**src/rtl/uart_oversampled_receiver_if.sv**
```systemverilog
// Byte delivery channel between the UART receiver and its consumer.
// The master side presents a received byte and its flags; the slave side accepts it with ready.
interface uart_oversampled_receiver_if;
    logic [7:0] data_out;
    logic       valid;
    logic       ready;
    logic       parity_error;
    logic       frame_error;

    modport master (
        output data_out,
        output valid,
        output parity_error,
        output frame_error,
        input  ready
    );

    modport slave (
        input  data_out,
        input  valid,
        input  parity_error,
        input  frame_error,
        output ready
    );
endinterface

```
**src/rtl/uart_oversampled_receiver.sv**
```systemverilog
// Oversampling UART receiver: 8 data bits LSB first, odd parity, one stop bit.
// Completed bytes are held in a one-entry valid/ready register until the consumer takes them.
module uart_oversampled_receiver #(
    parameter int OVERSAMPLE = 16
) (
    input  logic                               clock,
    input  logic                               reset,
    input  logic                               baud_tick,
    input  logic                               rxd,
    uart_oversampled_receiver_if.master        rx_bus,
    output logic                               overrun,
    output logic                               busy
);

    localparam int TW = $clog2(OVERSAMPLE);
    localparam logic [TW-1:0] HALF_LAST = TW'(OVERSAMPLE / 2 - 1);
    localparam logic [TW-1:0] BIT_LAST  = TW'(OVERSAMPLE - 1);

    typedef enum logic [2:0] {
        IDLE      = 3'd0,
        START     = 3'd1,
        DATA      = 3'd2,
        PARITY    = 3'd3,
        STOP      = 3'd4,
        WAIT_HIGH = 3'd5
    } state_t;

    state_t        state_r;
    logic [TW-1:0] tick_cnt_r;
    logic [2:0]    bit_cnt_r;
    logic [7:0]    shift_r;
    logic          perr_r;
    logic          ferr_r;
    logic          done_r;
    logic          busy_r;
    logic          sync_r;
    logic          rxd_s_r;
    logic [7:0]    data_out_r;
    logic          valid_r;
    logic          parity_error_r;
    logic          frame_error_r;
    logic          overrun_r;

    // Returns 1 when data plus parity bit do not contain an odd number of ones.
    function automatic logic odd_parity_error(input logic [7:0] data, input logic par);
        return ~(^data ^ par);
    endfunction

    // Two-flop synchronizer for the asynchronous serial line, idling high.
    always_ff @(posedge clock) begin
        if (reset) begin
            sync_r  <= 1'b1;
            rxd_s_r <= 1'b1;
        end else begin
            sync_r  <= rxd;
            rxd_s_r <= sync_r;
        end
    end

    // Frame FSM: advances only on baud ticks; done_r pulses for one clock when a byte completes.
    always_ff @(posedge clock) begin
        if (reset) begin
            state_r    <= IDLE;
            tick_cnt_r <= '0;
            bit_cnt_r  <= 3'd0;
            shift_r    <= 8'h00;
            perr_r     <= 1'b0;
            ferr_r     <= 1'b0;
            done_r     <= 1'b0;
            busy_r     <= 1'b0;
        end else begin
            done_r <= 1'b0;
            if (baud_tick) begin
                case (state_r)
                    IDLE: begin
                        if (!rxd_s_r) begin
                            state_r    <= START;
                            tick_cnt_r <= '0;
                            busy_r     <= 1'b1;
                        end
                    end
                    START: begin
                        if (tick_cnt_r == HALF_LAST) begin
                            tick_cnt_r <= '0;
                            bit_cnt_r  <= 3'd0;
                            if (!rxd_s_r) begin
                                state_r <= DATA;
                            end else begin
                                state_r <= IDLE;
                                busy_r  <= 1'b0;
                            end
                        end else begin
                            tick_cnt_r <= tick_cnt_r + TW'(1);
                        end
                    end
                    DATA: begin
                        if (tick_cnt_r == BIT_LAST) begin
                            tick_cnt_r         <= '0;
                            shift_r[bit_cnt_r] <= rxd_s_r;
                            if (bit_cnt_r == 3'd7) begin
                                state_r <= PARITY;
                            end else begin
                                bit_cnt_r <= bit_cnt_r + 3'd1;
                            end
                        end else begin
                            tick_cnt_r <= tick_cnt_r + TW'(1);
                        end
                    end
                    PARITY: begin
                        if (tick_cnt_r == BIT_LAST) begin
                            tick_cnt_r <= '0;
                            perr_r     <= odd_parity_error(shift_r, rxd_s_r);
                            state_r    <= STOP;
                        end else begin
                            tick_cnt_r <= tick_cnt_r + TW'(1);
                        end
                    end
                    STOP: begin
                        if (tick_cnt_r == BIT_LAST) begin
                            tick_cnt_r <= '0;
                            ferr_r     <= ~rxd_s_r;
                            done_r     <= 1'b1;
                            if (rxd_s_r) begin
                                state_r <= IDLE;
                                busy_r  <= 1'b0;
                            end else begin
                                state_r <= WAIT_HIGH;
                            end
                        end else begin
                            tick_cnt_r <= tick_cnt_r + TW'(1);
                        end
                    end
                    WAIT_HIGH: begin
                        // A break keeps the line low; wait for idle before hunting for a new start.
                        if (rxd_s_r) begin
                            state_r <= IDLE;
                            busy_r  <= 1'b0;
                        end
                    end
                    default: begin
                        state_r    <= IDLE;
                        tick_cnt_r <= '0;
                        busy_r     <= 1'b0;
                    end
                endcase
            end
        end
    end

    // One-entry holding register with valid/ready handshake and overrun detection.
    always_ff @(posedge clock) begin
        if (reset) begin
            data_out_r     <= 8'h00;
            valid_r        <= 1'b0;
            parity_error_r <= 1'b0;
            frame_error_r  <= 1'b0;
            overrun_r      <= 1'b0;
        end else begin
            overrun_r <= 1'b0;
            if (done_r) begin
                if (!valid_r || rx_bus.ready) begin
                    data_out_r     <= shift_r;
                    parity_error_r <= perr_r;
                    frame_error_r  <= ferr_r;
                    valid_r        <= 1'b1;
                end else begin
                    overrun_r <= 1'b1;
                end
            end else if (valid_r && rx_bus.ready) begin
                valid_r <= 1'b0;
            end
        end
    end

    assign rx_bus.data_out     = data_out_r;
    assign rx_bus.valid        = valid_r;
    assign rx_bus.parity_error = parity_error_r;
    assign rx_bus.frame_error  = frame_error_r;
    assign overrun             = overrun_r;
    assign busy                = busy_r;

endmodule

```
**src/flat_wrapper.sv**
```systemverilog
// flat-port wrapper written by rule: the top's interface ports become plain ports
module uart_oversampled_receiver_flat 
#(
    parameter int OVERSAMPLE = 16
)
  (clock, reset, baud_tick, rxd, overrun, busy, rx_bus_data_out, rx_bus_valid, rx_bus_parity_error, rx_bus_frame_error, rx_bus_ready);
  uart_oversampled_receiver_if rx_bus_i ();
  input  logic clock;
  input  logic reset;
  input  logic baud_tick;
  input  logic rxd;
  output logic overrun;
  output logic busy;
  output wire logic [$bits(rx_bus_i.data_out)-1:0] rx_bus_data_out;
  output wire logic [$bits(rx_bus_i.valid)-1:0] rx_bus_valid;
  output wire logic [$bits(rx_bus_i.parity_error)-1:0] rx_bus_parity_error;
  output wire logic [$bits(rx_bus_i.frame_error)-1:0] rx_bus_frame_error;
  input wire logic [$bits(rx_bus_i.ready)-1:0] rx_bus_ready;
  assign rx_bus_data_out = rx_bus_i.data_out;
  assign rx_bus_valid = rx_bus_i.valid;
  assign rx_bus_parity_error = rx_bus_i.parity_error;
  assign rx_bus_frame_error = rx_bus_i.frame_error;
  assign rx_bus_i.ready = rx_bus_ready;
  uart_oversampled_receiver #(.OVERSAMPLE(OVERSAMPLE)) u_core (.clock(clock), .reset(reset), .baud_tick(baud_tick), .rxd(rxd), .rx_bus(rx_bus_i), .overrun(overrun), .busy(busy));
endmodule
```
**config.mk**
```make
export PLATFORM = sky130hd
export DESIGN_NAME = uart_oversampled_receiver_flat
export DESIGN_NICKNAME = d
export VERILOG_FILES = /design/src/rtl/uart_oversampled_receiver_if.sv /design/src/rtl/uart_oversampled_receiver.sv /design/src/flat_wrapper.sv
export SDC_FILE = /design/constraint.sdc
export NUM_CORES = 1
export LEC_CHECK = 0
export ABC_AREA = 1
export BUFFER_PORTS_ARGS = -buffer_cell sky130_fd_sc_hd__clkbuf_2
export CAP_MARGIN = 20
export CORE_ASPECT_RATIO = 1.2
export CORE_MARGIN = 2
export CORE_UTILIZATION = 25
export DETAILED_ROUTE_END_ITERATION = 10
export PLACE_DENSITY = 0.51
export SYNTH_ARGS = -nofsm -noshare
export SYNTH_HDL_FRONTEND = slang
export SYNTH_SLANG_ARGS = --single-unit
```
**constraint.sdc**
```tcl
create_clock -name clock -period 1.8 [get_ports clock]
set_clock_uncertainty 0.2 [all_clocks]
set_input_delay 0.09 -clock clock [delete_from_list [all_inputs] [get_ports clock]]
set_output_delay 0.09 -clock clock [all_outputs]
set_load 0.02 [all_outputs]
```
# [Word-level counts from Yosys, hierarchy flattened]
# Cells that the tools add are included.
[op_classes] reduce_logical=21 eq_ne=17 bitwise_logic=8 n_mux=31 magnitude_cmp=2 n_addsub=2
[op_table] operator="$mux W3" n=11
[op_table] operator="$pmux W3 S6" n=1
[op_table] operator="$pmux W4 S4" n=1
[op_table] operator="$mux W4" n=3
[op_table] operator="$ne A2 B1 Y1 const B" n=6
[op_table] operator="$reduce_and A3 Y1" n=4
[op_table] operator="$mux W1" n=10
[op_table] operator="$reduce_and A5 Y1" n=2
[op_table] operator="$eq A3 B3 Y1 const B" n=3
[op_table] operator="$bwmux W8" n=1
[op_table] operator="$reduce_and A8 Y1" n=1
[op_table] operator="$reduce_xor A8 Y1" n=1
[op_table] operator="$not A1 Y1" n=7
[op_table] operator="$eq A3 B2 Y1 const B" n=2
[op_table] operator="$ne A2 B2 Y1 const B" n=3
[op_table] operator="$pmux W3 S2" n=1
[op_table] operator="$reduce_or A3 Y1" n=2
[op_table] operator="$pmux W1 S5" n=1
[op_table] operator="$add A4 B1 Y4 const B" n=1
[op_table] operator="$eq A4 B3 Y1 const B" n=1
[op_table] operator="$eq A4 B4 Y1 const B" n=1
[op_table] operator="$lt A3 B4 Y1 const B" n=1
[op_table] operator="$reduce_and A2 Y1" n=2
[op_table] operator="$reduce_bool A2 Y1" n=2
[op_table] operator="11 further kinds" n=13
[word_totals] regBits=36 out_inout_bits=13 in_bits=5 elab_cells=96

# [Logic depth before layout (Yosys ltp)]
# Gate-level depths: netlist of run 1.
[logic_depth] depth_word=5 depth_mapped=10 mapped_depth_nobuf=10

# [Worst setup path after synthesis of run 1]
# Ideal clock, no wire load.
[synth_path] kind="register to register" startpoint="register u_core.tick_cnt_r[0]" endpoint="register u_core.shift_r[5]" setup_ns=0.117 path_stages_with_launch=9 arrival_time_ns=1.231 period_less_slack_ns=1.548 path_slack_ns=0.252 required_ns=1.483 n_path_buf=0 cell_sequence="dfxtp_1 -> ha_1 -> nand3_1 -> nor2_1 -> nand2_2 -> nor2_2 -> nand2_1 -> o21bai_1 -> a21oi_1"
[synth_between] elab_chain_len=2
[synth_lines] element="from (decl)" line="uart_oversampled_receiver.sv:29" rtl="logic [TW-1:0] tick_cnt_r;"
[synth_lines] element="from (signal assigned)" line="uart_oversampled_receiver.sv:93" rtl="tick_cnt_r <= tick_cnt_r + TW'(1);"
[synth_lines] element="from (signal assigned)" line="uart_oversampled_receiver.sv:106" rtl="tick_cnt_r <= tick_cnt_r + TW'(1);"
[synth_lines] element="from (signal assigned)" line="uart_oversampled_receiver.sv:115" rtl="tick_cnt_r <= tick_cnt_r + TW'(1);"
[synth_lines] element="$eq A4 B4 Y1" line="uart_oversampled_receiver.sv:97" rtl="if (tick_cnt_r == BIT_LAST) begin"
[synth_lines] element="$reduce_and A3 Y1 (no line)"
[synth_lines] element="to (signal, indexed assignment)" line="uart_oversampled_receiver.sv:99" rtl="shift_r[bit_cnt_r] <= rxd_s_r;"
[synth_lines] element="to (decl)" line="uart_oversampled_receiver.sv:31" rtl="logic [7:0] shift_r;"
# No other way between the ends.
# A chain may end at the register's enable or synchronous reset.

# [Final worst setup path of run 1]
[layout_path] startpoint="register u_core.tick_cnt_r[1]" endpoint="register u_core.bit_cnt_r[0]"
[layout_between] elab_chain_len=3 elab_cells_between_ends=5 classes_between="4 x eq/ne; 1 x reduce/logical"
[layout_lines] element="$eq A4 B4 Y1 / $eq A4 B3 Y1 (equally long branches)" line="uart_oversampled_receiver.sv:97, uart_oversampled_receiver.sv:83"
[layout_lines] element="$ne A2 B1 Y1 (no line)"
[layout_lines] element="$reduce_and A5 Y1 (no line) (*)"
[layout_lines] element="to (signal assigned)" line="uart_oversampled_receiver.sv:103" rtl="bit_cnt_r <= bit_cnt_r + 3'd1;"
[layout_lines] element="to (decl)" line="uart_oversampled_receiver.sv:30" rtl="logic [2:0] bit_cnt_r;"
# Every way passes the cells marked *; elsewhere a longest branch is shown, timed or not.

==> flow_summary.yaml, run 1 <==
run_status:
  status: "completed"
worst_setup_path:
  path_class: "flop to flop"
  r2r_end: "u_core.bit_cnt_r[0]$_SDFFE_PP0P_"
  endpoint_kind: "flop"
  slowest_delay_ns: 0.35
  required_ns: 1.76
  arrival_ns: 1.59
  path_cells: "ha_1, nand2_1, nor2_1, nor2_2, nor2_2, nand3_1, o21ai_1, nor2_1"
  worst_r2r_path_depth: 8
  reg2reg_from: "u_core.tick_cnt_r[1]$_SDFFE_PP0P_"
  ff2ff_setup_slack_ns: 0.17
  worstSetupStartpointType: "flop"
  slowest_stage: "dfxtp_1"
  path_max_fanout: 4
clock_tree:
  cts.path.max_buffers: 2
  cts_sinks: 36
  insertion_delay_ns: 0.28
  cts_setup_buffers: 0
  cts_root_buf: "clkbuf_8"
  clkTransAtPathRegs_ns: 0.07
  cts_tree: "done"
  cts-buffers-inserted: 5
  cts_max_level: 2
synth:
  synth_enable_flop_cells: 0
  synth_top_cell_area_share: 0.412
  avgSynthCellArea_um2: 6.70
  syn_inst: 261
  ys_seq_elements: 36
  ys_types: 25
  yosys_warnings: 0
  yosysMostFrequentCell: "nand2_1"
  syn-num-nets: 269
  synth_seq_area_share: 0.412
  yosys_most_used_dff: "dfxtp_1"
  syn-cell-area_um2: 1750
  async_reset_ff_frac: 0
  yosys-top-cells-count: "nand2_1 (66), nor2_1 (45), dfxtp_1 (36)"
  yosys.area.top_type: "dfxtp_1"
  ys_top_cells_by_area: "dfxtp_1 (41%), nand2_1 (14%), nor2_1 (9.7%), inv_1 (6.9%), a21oi_1 (5.2%)"
worst_hold_path:
  worstHoldPathType: "primary input to flop"
  hold_depth: 4
  min_to: "u_core.tick_cnt_r[2]$_SDFFE_PP0P_"
  min-delay-start: "baud_tick"
timing:
  hold_viol_final: 0
  fmax_ghz: 0.614
  rsz0062_at_grt: "false"
  worst_pin_slew_ns: 0.299
  tns_ns: 0
  min_period_ns: 1.63
  finalCritPeriodShare: 0.905
  max-slew-margin-rel: 0.800
  final_max_slew_viol_count: 0
  setup_violations: 0
power_and_ir_drop:
  switching_share: 0.321
  power_switching_w: 0.000625
  p_int_w: 0.00132
  p_leak_nw: 0.953
  ir_drop_v: 0.000277
  power_w: 0.00195
  power.density_nw_per_um2: 934
  p_seq_frac: 0.447
  combPwrFrac: 0.235
  pwr-share-clk: 0.319
detailed_routing:
  wl_per_cell_um: 9.77
  totalWireLength_um: 3650
  routed_via_density: 4.37
  via_count: 1629
  dr.first_iter.drc_count: 55
  antenna_left: 0
  drc_errors: 0
  dr.pass1.iters: 4
cells_and_area:
  finish.utilization: 0.306
  final_cell_area_um2: 2080
  drive_above_1_share: 0.157
  areaGrowthSynthToFinish_pct: 19.2
  nNetsFinal: 294
  antenna_cells: 0
placement:
  port_buffers: 17
  dp_hpwl_um: 2700
  gp_congestion: 0.742
  placed_area_um2: 1940
global_route:
  antenna_found_initial: 0
  grt_pass1_wl_um: 6210
  grt_pass1_vias: 1435
  grt_max_degree: 23
  gr-usage-all-layers: 0.104
  overflow: 0
die:
  num_rows: 33
  die_w_um: 80.4
  coreArea_um2: 6810
  start_util: 0.257
  die_area_um2: 7680
  ios: 18
  die_y_um: 95.6
run:
  maxCapViolations: 0
timing repair:
action / in CTS / in global routing
endpoints found under the hold margin: 6 / 0
resized for setup: 0 / 4
setup endpoints to repair: 0 / 11
hold buffers: 3 / 0
flip-flops by register name (all words and copies together) (netlist names):
| name | flops |
|---|---|
| u_core.bit_cnt_r | 3 |
| u_core.sync_r | 1 |
| u_core.done_r | 1 |
| u_core.rx_bus.frame_error | 1 |
| u_core.busy | 1 |
| u_core.rx_bus.data_out | 8 |
| u_core.state_r | 3 |
| u_core.overrun | 1 |
| u_core.ferr_r | 1 |
| u_core.perr_r | 1 |
| u_core.shift_r | 8 |
| u_core.tick_cnt_r | 4 |
| u_core.rx_bus.parity_error | 1 |
| u_core.rxd_s_r | 1 |
| u_core.rx_bus.valid | 1 |
cell usage in the layout (no fill, tap or decap), types with 3 or more instances in the layout:
master,synthesis,routed
clkbuf_8,0,7
nor2_2,4,5
buf_4,0,3
nand3_1,16,15
dlygate4sd3_1,0,3
clkbuf_2,0,17
nand2_1,66,66
inv_1,32,32
ha_1,3,3
dfxtp_1,36,36
nor2_4,3,4
a21oi_1,18,18
o21ai_0,15,15
nand3_2,3,4
nor2_1,45,43
per-stage QoR:
stage / hold WS [ns] / std cells / setup WS [ns]
finish: 0.0409 / 373 / 0.172
global route: 0.0832 / 373 / 0.00106
CTS: 0.0394 / 373 / 0.107
detailed placement: 0.0820 / 363 / 0.112
global placement: 0.0852 / 363 / 0.157
floorplan: -0.0265 / 261 / 0.252
worst max path at each step:
stage | slack (ns) | to | cells past startpoint | start
floorplan | 0.25 | u_core.shift_r[5]$_SDFFE_PP0P_ | 8 | u_core.tick_cnt_r[0]$_SDFFE_PP0P_
global placement | 0.16 | u_core.state_r[1]$_SDFFE_PP0P_ | 7 | u_core.bit_cnt_r[1]$_SDFFE_PP0P_
detailed placement | 0.11 | u_core.shift_r[5]$_SDFFE_PP0P_ | 8 | u_core.tick_cnt_r[1]$_SDFFE_PP0P_
CTS | 0.11 | u_core.bit_cnt_r[0]$_SDFFE_PP0P_ | 8 | u_core.tick_cnt_r[1]$_SDFFE_PP0P_
global route | 0.001 | u_core.shift_r[2]$_SDFFE_PP0P_ | 9 | u_core.tick_cnt_r[1]$_SDFFE_PP0P_
finish | 0.17 | u_core.bit_cnt_r[0]$_SDFFE_PP0P_ | 8 | u_core.tick_cnt_r[1]$_SDFFE_PP0P_
critical path: cells and delay by family, from the launching register on:
kind | cells | cell delay (ns)
compound gates | 1 | 0.14
fa+ha+maj | 1 | 0.21
flops | 1 | 0.35
simple gates | 6 | 0.62
area by class of cell:
cell class	instances	area (µm²)
Sequential cell	36	721
Fill cell	759	4730
Tap cell	87	109
Timing Repair Buffer	23	138
Multi-Input combinational cell	187	897
Inverter	33	124
Clock buffer	7	96.3
power by group through the flow:
stage,registers [W],clock network [W],logic (W)
global route,0.000874,0.000691,0.000526
finish,0.000870,0.000620,0.000457
detailed placement,0.000888,0,0.000454
CTS,0.000870,0.000648,0.000459
floorplan,0.000890,0,0.000354
global placement,0.000889,0,0.000459
routing by layer:
layer  GRT usage  wire length (µm)
met1       0.117              1660
met2       0.186              1840
met3      0.0227               110
met4      0.0466                30
met5           0                 0
cell families after synthesis:
logic type / share of synthesized area
compound gates: 0.109
xor+xnor: 0.0100
fa+ha+maj: 0.0215
buf+inv: 0.0837
flops: 0.412
simple gates: 0.363
Power figures use the tool's default switching activity.
==> inputs of run 2 (changes only) <==
--- a/config.mk
+++ b/config.mk
@@ -5,7 +5,6 @@
 export SDC_FILE = /design/constraint.sdc
 export NUM_CORES = 1
 export LEC_CHECK = 0
-export ABC_AREA = 1
 export BUFFER_PORTS_ARGS = -buffer_cell sky130_fd_sc_hd__clkbuf_2
 export CAP_MARGIN = 20
 export CORE_ASPECT_RATIO = 1.2
==> run 2 against run 1 <==
  * Core utilization increased by 2.3 points
  * Synthesized cell count decreased by 25%
  * Die area increased by 1.3%
  * Critical path type unchanged
==> flow_summary.yaml, run 2 <==
clock_tree:
  cts.path.max_buffers: 2
  cts_tree: "done"
  cts_root_buf: "clkbuf_8"
  clkTransAtPathRegs_ns: 0.07
  cts-buffers-inserted: 5
  cts_max_level: 2
  cts_setup_buffers: 0
  insertion_delay_ns: 0.28
  cts_sinks: 36
worst_setup_path:
  ff2ff_setup_slack_ns: 0.07
  path_cells: "ha_4, nand3_4, or4_4, or2_0, a21oi_2"
  required_ns: 1.82
  slowest_stage: "or4_4"
  path_class: "flop to flop"
  reg2reg_from: "u_core.tick_cnt_r[1]$_SDFFE_PP0P_"
  arrival_ns: 1.75
  critPathTopFamily: "simple AND/OR/NAND/NOR gates"
  worstSetupStartpointType: "flop"
  critPathLaunch: "u_core.tick_cnt_r[1]$_SDFFE_PP0P_"
  path_max_fanout: 5
  cp.buffers_inverters: 0
  r2r_end: "u_core.ferr_r$_SDFFE_PP0P_"
  worst_r2r_path_depth: 5
  endpoint_kind: "flop"
  slowest_delay_ns: 0.50
placement:
  gp_congestion: 0.725
  placed_cells: 314
  place_ws_ns: 0.00377
  port_buffers: 17
  dp_hpwl_um: 2620
worst_hold_path:
  hold_depth: 4
  worstHoldPathType: "primary input to flop"
  min-delay-start: "baud_tick"
  min_to: "u_core.done_r$_SDFF_PP0_"
synth:
  yosys-top-cells-count: "dfxtp_1 (36), nor2_1 (24), nand2_1 (17)"
  synth_seq_area_share: 0.406
  yosys_warnings: 0
  syn_inst: 197
  yosys_most_used_dff: "dfxtp_1"
  ys_types: 48
  ys_seq_elements: 36
  synth_top_cell_area_share: 0.406
  yosysMostFrequentCell: "dfxtp_1"
  async_reset_ff_frac: 0
  avgSynthCellArea_um2: 9.00
  syn-cell-area_um2: 1770
  syn-num-nets: 205
  yosys.area.top_type: "dfxtp_1"
  ys_top_cells_by_area: "dfxtp_1 (41%), mux2i_1 (7.9%), nor2_1 (5.1%), nand2_1 (3.6%), xnor2_1 (3.5%)"
  synth_enable_flop_cells: 0
global_route:
  antenna_found_initial: 0
  grt_max_degree: 25
  overflow: 0
  grt_pass1_vias: 1382
  grt_pass1_wl_um: 6150
  gr-usage-all-layers: 0.101
timing:
  setup_violations: 0
  final_max_slew_viol_count: 0
  finalCritPeriodShare: 0.959
  worst_pin_slew_ns: 0.340
  fmax_ghz: 0.579
  fin_hold_ws_ns: 0.0216
  max-slew-margin-rel: 0.771
  hold_viol_final: 0
  setup_slack_ns: 0.0742
  min_period_ns: 1.73
detailed_routing:
  antenna_left: 0
  totalWireLength_um: 3690
  via_count: 1465
  drc_errors: 0
  dr.pass1.iters: 4
  routed_via_density: 4.54
  dr.first_iter.drc_count: 55
  wl_per_cell_um: 11.4
die:
  ios: 18
  coreArea_um2: 6850
  die_y_um: 96.3
  start_util: 0.259
  die_area_um2: 7780
  num_rows: 33
  die_w_um: 80.9
cells_and_area:
  antenna_cells: 0
  drive_above_1_share: 0.331
  layout_common_cells: "dfxtp_1 (29), buf_4 (25), nor2_1 (24)"
  fin_cells: 323
  finish.utilization: 0.329
  nFillCells: 728
  areaGrowthSynthToFinish_pct: 27.0
  nNetsFinal: 244
  final_common_cell: "dfxtp_1"
run:
  maxCapViolations: 0
run_status:
  status: "completed"
power_and_ir_drop:
  ir_drop_v: 0.000307
  power.density_nw_per_um2: 630
  p_leak_nw: 0.904
  power_w: 0.00142
[run 2: changes by cell type in the layout (fill, tap and decap cells not counted), sizes merged, moves of 10 or more]
cell and change:
nand2 -51, nor2 -28, inv -26, buf +22
mux2i +14, o21ai -10
[run 2: repair_timing]
action,in CTS,in global routing
endpoints found under the hold margin,3,0
hold buffers,2,0
resized for setup,2,14
setup endpoints to repair,5,16
pin swaps,1,5
[run 2: worst min-delay path: stages]
cell	delay, ns
clkbuf_2	0.13
nand2_1	0.09
or4_4	0.12
nor2_1	0.03
[run 2: kinds of logic (layout without fill, tap and decap cells)]
group / Yosys count / in the layout / synth area share
fa+ha+maj: 3 / 3 / 0.0212
xor+xnor: 9 / 9 / 0.0445
mux: 14 / 14 / 0.0790
flops: 36 / 36 / 0.406
buf+inv: 19 / 58 / 0.0487
compound gates: 36 / 36 / 0.148
simple gates: 80 / 80 / 0.252
[run 2: power breakdown]
group | switching, W | internal [W] | total, W
clock | 0.000279 | 0.000263 | 0.000542
sequential | 0.00000484 | 0.000801 | 0.000805
combinational | 0.0000413 | 0.0000295 | 0.0000708
[run 2: per-stage QoR]
stage | cell area, µm² | TNS (ns)
after floorplan | 1790 | 0
after global placement | 2110 | 0
after detailed placement | 2110 | 0
after CTS | 2210 | -0.00130
after global routing | 2250 | -0.0215
final | 2250 | 0
[run 2: cell type report]
type / instances / area (µm²) / share of cell area
Timing Repair Buffer: 44 / 293 / 0.130
Inverter: 7 / 26.3 / 0.0117
Clock inverter: 1 / 5.00 / 0.00222
Multi-Input combinational cell: 142 / 1020 / 0.452
Clock buffer: 6 / 72.6 / 0.0322
Tap cell: 87 / 109 / 0.0483
Sequential cell: 36 / 729 / 0.324
[run 2: metal layers]
metal | part of all wire | track usage
met4 | 0.023 | 0.0551
met2 | 0.47 | 0.160
met3 | 0.026 | 0.0253
met1 | 0.48 | 0.126
met5 | 0 | 0
[run 2: how the worst max path moves through the flow]
stage                                        end  cells past startpoint
3_3_place_gp   u_core.tick_cnt_r[0]$_SDFFE_PP0P_                      6
2_1_floorplan         u_core.ferr_r$_SDFFE_PP0P_                      5
5_1_grt         u_core.bit_cnt_r[2]$_SDFFE_PP0P_                      6
4_1_cts         u_core.bit_cnt_r[2]$_SDFFE_PP0P_                      6
3_5_place_dp    u_core.bit_cnt_r[2]$_SDFFE_PP0P_                      6
6_report              u_core.ferr_r$_SDFFE_PP0P_                      5
==> inputs of run 3 (changes only) <==
--- a/config.mk
+++ b/config.mk
@@ -11,7 +11,7 @@
 export CORE_MARGIN = 2
 export CORE_UTILIZATION = 25
 export DETAILED_ROUTE_END_ITERATION = 10
-export PLACE_DENSITY = 0.51
+export PLACE_DENSITY_LB_ADDON = 0.15
 export SYNTH_ARGS = -nofsm -noshare
 export SYNTH_HDL_FRONTEND = slang
 export SYNTH_SLANG_ARGS = --single-unit
==> run 3 against run 2 <==
  * Critical path depth is 2 higher
  * Worst setup slack lost 0.0014 ns
  * Final area increased by 1.7%
  * Hold slack improved by 0.0028 ns
  * Die area did not move
  * First-iteration DRC count unchanged
  * Core utilization up 0.57 points
  * Power up 4.7%
  * Cell count increased by 0.93%
  * Combinational power increased by 6.2%
  * Sequential cell count is the same
  * Highest routed layer unchanged
==> flow_summary.yaml, run 3 (same netlist as run 2, synthesis figures left out) <==
run_status:
  status: "completed"
cells_and_area:
  drive_above_1_share: 0.339
  final_common_cell: "dfxtp_1"
  nNetsFinal: 246
  antenna_cells: 0
  fin_cells: 326
  areaGrowthSynthToFinish_pct: 29.2
  final_cell_area_um2: 2290
  nFillCells: 745
  layout_common_cells: "dfxtp_1 (30), buf_4 (25), nor2_1 (24)"
die:
  coreArea_um2: 6850
  die_y_um: 96.3
  num_rows: 33
  die_w_um: 80.9
  start_util: 0.259
  ios: 18
  die_area_um2: 7780
detailed_routing:
  antenna_left: 0
  totalWireLength_um: 3830
  drc_errors: 0
  dr.pass1.iters: 2
  dr.first_iter.drc_count: 55
  routed_via_density: 4.53
  wl_per_cell_um: 11.7
  via_count: 1477
worst_setup_path:
  worst_r2r_path_depth: 7
  reg2reg_from: "u_core.tick_cnt_r[0]$_SDFFE_PP0P_"
  crit_path_end: "u_core.busy$_SDFFE_PP0P_"
  endpoint_kind: "flop"
  path_class: "flop to flop"
  arrival_ns: 1.71
  r2r_end: "u_core.busy$_SDFFE_PP0P_"
  required_ns: 1.78
  critPathLaunch: "u_core.tick_cnt_r[0]$_SDFFE_PP0P_"
  path_max_fanout: 7
  ff2ff_setup_slack_ns: 0.07
  worstSetupStartpointType: "flop"
power_and_ir_drop:
  p_int_w: 0.00113
  power.density_nw_per_um2: 648
  p_seq_frac: 0.539
  power_w: 0.00149
  ir_drop_v: 0.000246
  p_leak_nw: 0.931
  combPwrFrac: 0.051
  power_switching_w: 0.000350
  switching_share: 0.236
  pwr-share-clk: 0.410
clock_tree:
  cts_sinks: 36
  cts-buffers-inserted: 5
  cts.path.max_buffers: 2
  insertion_delay_ns: 0.29
  cts_root_buf: "clkbuf_8"
  cts_tree: "done"
  cts_setup_buffers: 0
  cts_max_level: 2
  clkTransAtPathRegs_ns: 0.07
timing:
  fin_hold_ws_ns: 0.0244
  rsz0062_at_grt: "true"
  worst_pin_slew_ns: 0.405
  setup_slack_ns: 0.0728
  finalCritPeriodShare: 0.960
  hold_viol_final: 0
  fmax_ghz: 0.579
  final_max_slew_viol_count: 0
  setup_violations: 0
  min_period_ns: 1.73
  max-slew-margin-rel: 0.730
global_route:
  grt_pass1_wl_um: 6570
  overflow: 0
  gr-usage-all-layers: 0.110
  grt_max_degree: 38
  grt_pass1_vias: 1429
  antenna_found_initial: 0
placement:
  dp_hpwl_um: 2750
  place_ws_ns: -0.0481
  port_buffers: 17
  placed_area_um2: 2110
  placed_cells: 315
  gp_congestion: 0.692
worst_hold_path:
  worstHoldPathType: "primary input to flop"
run:
  maxCapViolations: 0
[run 3: routing by layer]
| layer | up-vias | GRT usage | share of wire |
|---|---|---|---|
| met3 | 4 | 0.0281 | 0.028 |
| met4 | 0 | 0.0424 | 0.0097 |
| li1 | 774 | - | - |
| met1 | 683 | 0.132 | 0.48 |
| met5 | - | 0 | 0 |
| met2 | 16 | 0.186 | 0.48 |
[run 3: cell type report]
| type | count | area (µm²) | area share |
|---|---|---|---|
| clock inverters | 2 | 10.0 | 0.00437 |
| inverters | 7 | 26.3 | 0.0115 |
| clock buffers | 6 | 82.6 | 0.0360 |
| flip-flops and latches | 36 | 733 | 0.320 |
| well taps | 87 | 109 | 0.0475 |
| multi-input cells | 142 | 1020 | 0.443 |
| repair buffers | 46 | 314 | 0.137 |
[run 3: worst min-delay path by stage]
stage                      start                         to  cells after the start
floorplan           rx_bus_ready  u_core.overrun$_SDFF_PP0_                      1
global placement             rxd   u_core.sync_r$_SDFF_PP1_                      2
detailed placement           rxd   u_core.sync_r$_SDFF_PP1_                      2
CTS                    baud_tick   u_core.done_r$_SDFF_PP0_                      4
global route           baud_tick   u_core.done_r$_SDFF_PP0_                      4
finish                 baud_tick   u_core.done_r$_SDFF_PP0_                      4
[run 3: timing repair]
action,CTS,global route
gates resized for setup,5,13
pin swaps,0,3
cloned,0,0
hold buffers,3,0
setup endpoints to repair,4,11
hold endpoints to repair,5,0
[run 3: worst max-delay path: stages, from the launching register on]
cell and delay, ns:
dfxtp_2 0.36, ha_4 0.18, and3b_2 0.18, o21ai_1 0.06, a31oi_2 0.20, buf_6 0.15, a311oi_2 0.09, a41o_1 0.22
[run 3: metrics by stage]
step | setup TNS, ns | util
after floorplan | 0 | -
after global placement | -0.0357 | 0.309
after detailed placement | -0.0505 | 0.309
after CTS | 0 | 0.327
after global routing | -0.0183 | 0.334
final | 0 | 0.334
[run 3: power by group through the flow]
stage / clock network (W) / logic (W) / registers [W]
CTS: 0.000642 / 0.0000727 / 0.000804
global route: 0.000681 / 0.0000838 / 0.000802
detailed placement: 0 / 0.0000675 / 0.000823
finish: 0.000609 / 0.0000752 / 0.000801
global placement: 0 / 0.0000679 / 0.000823
floorplan: 0 / 0.0000433 / 0.000822
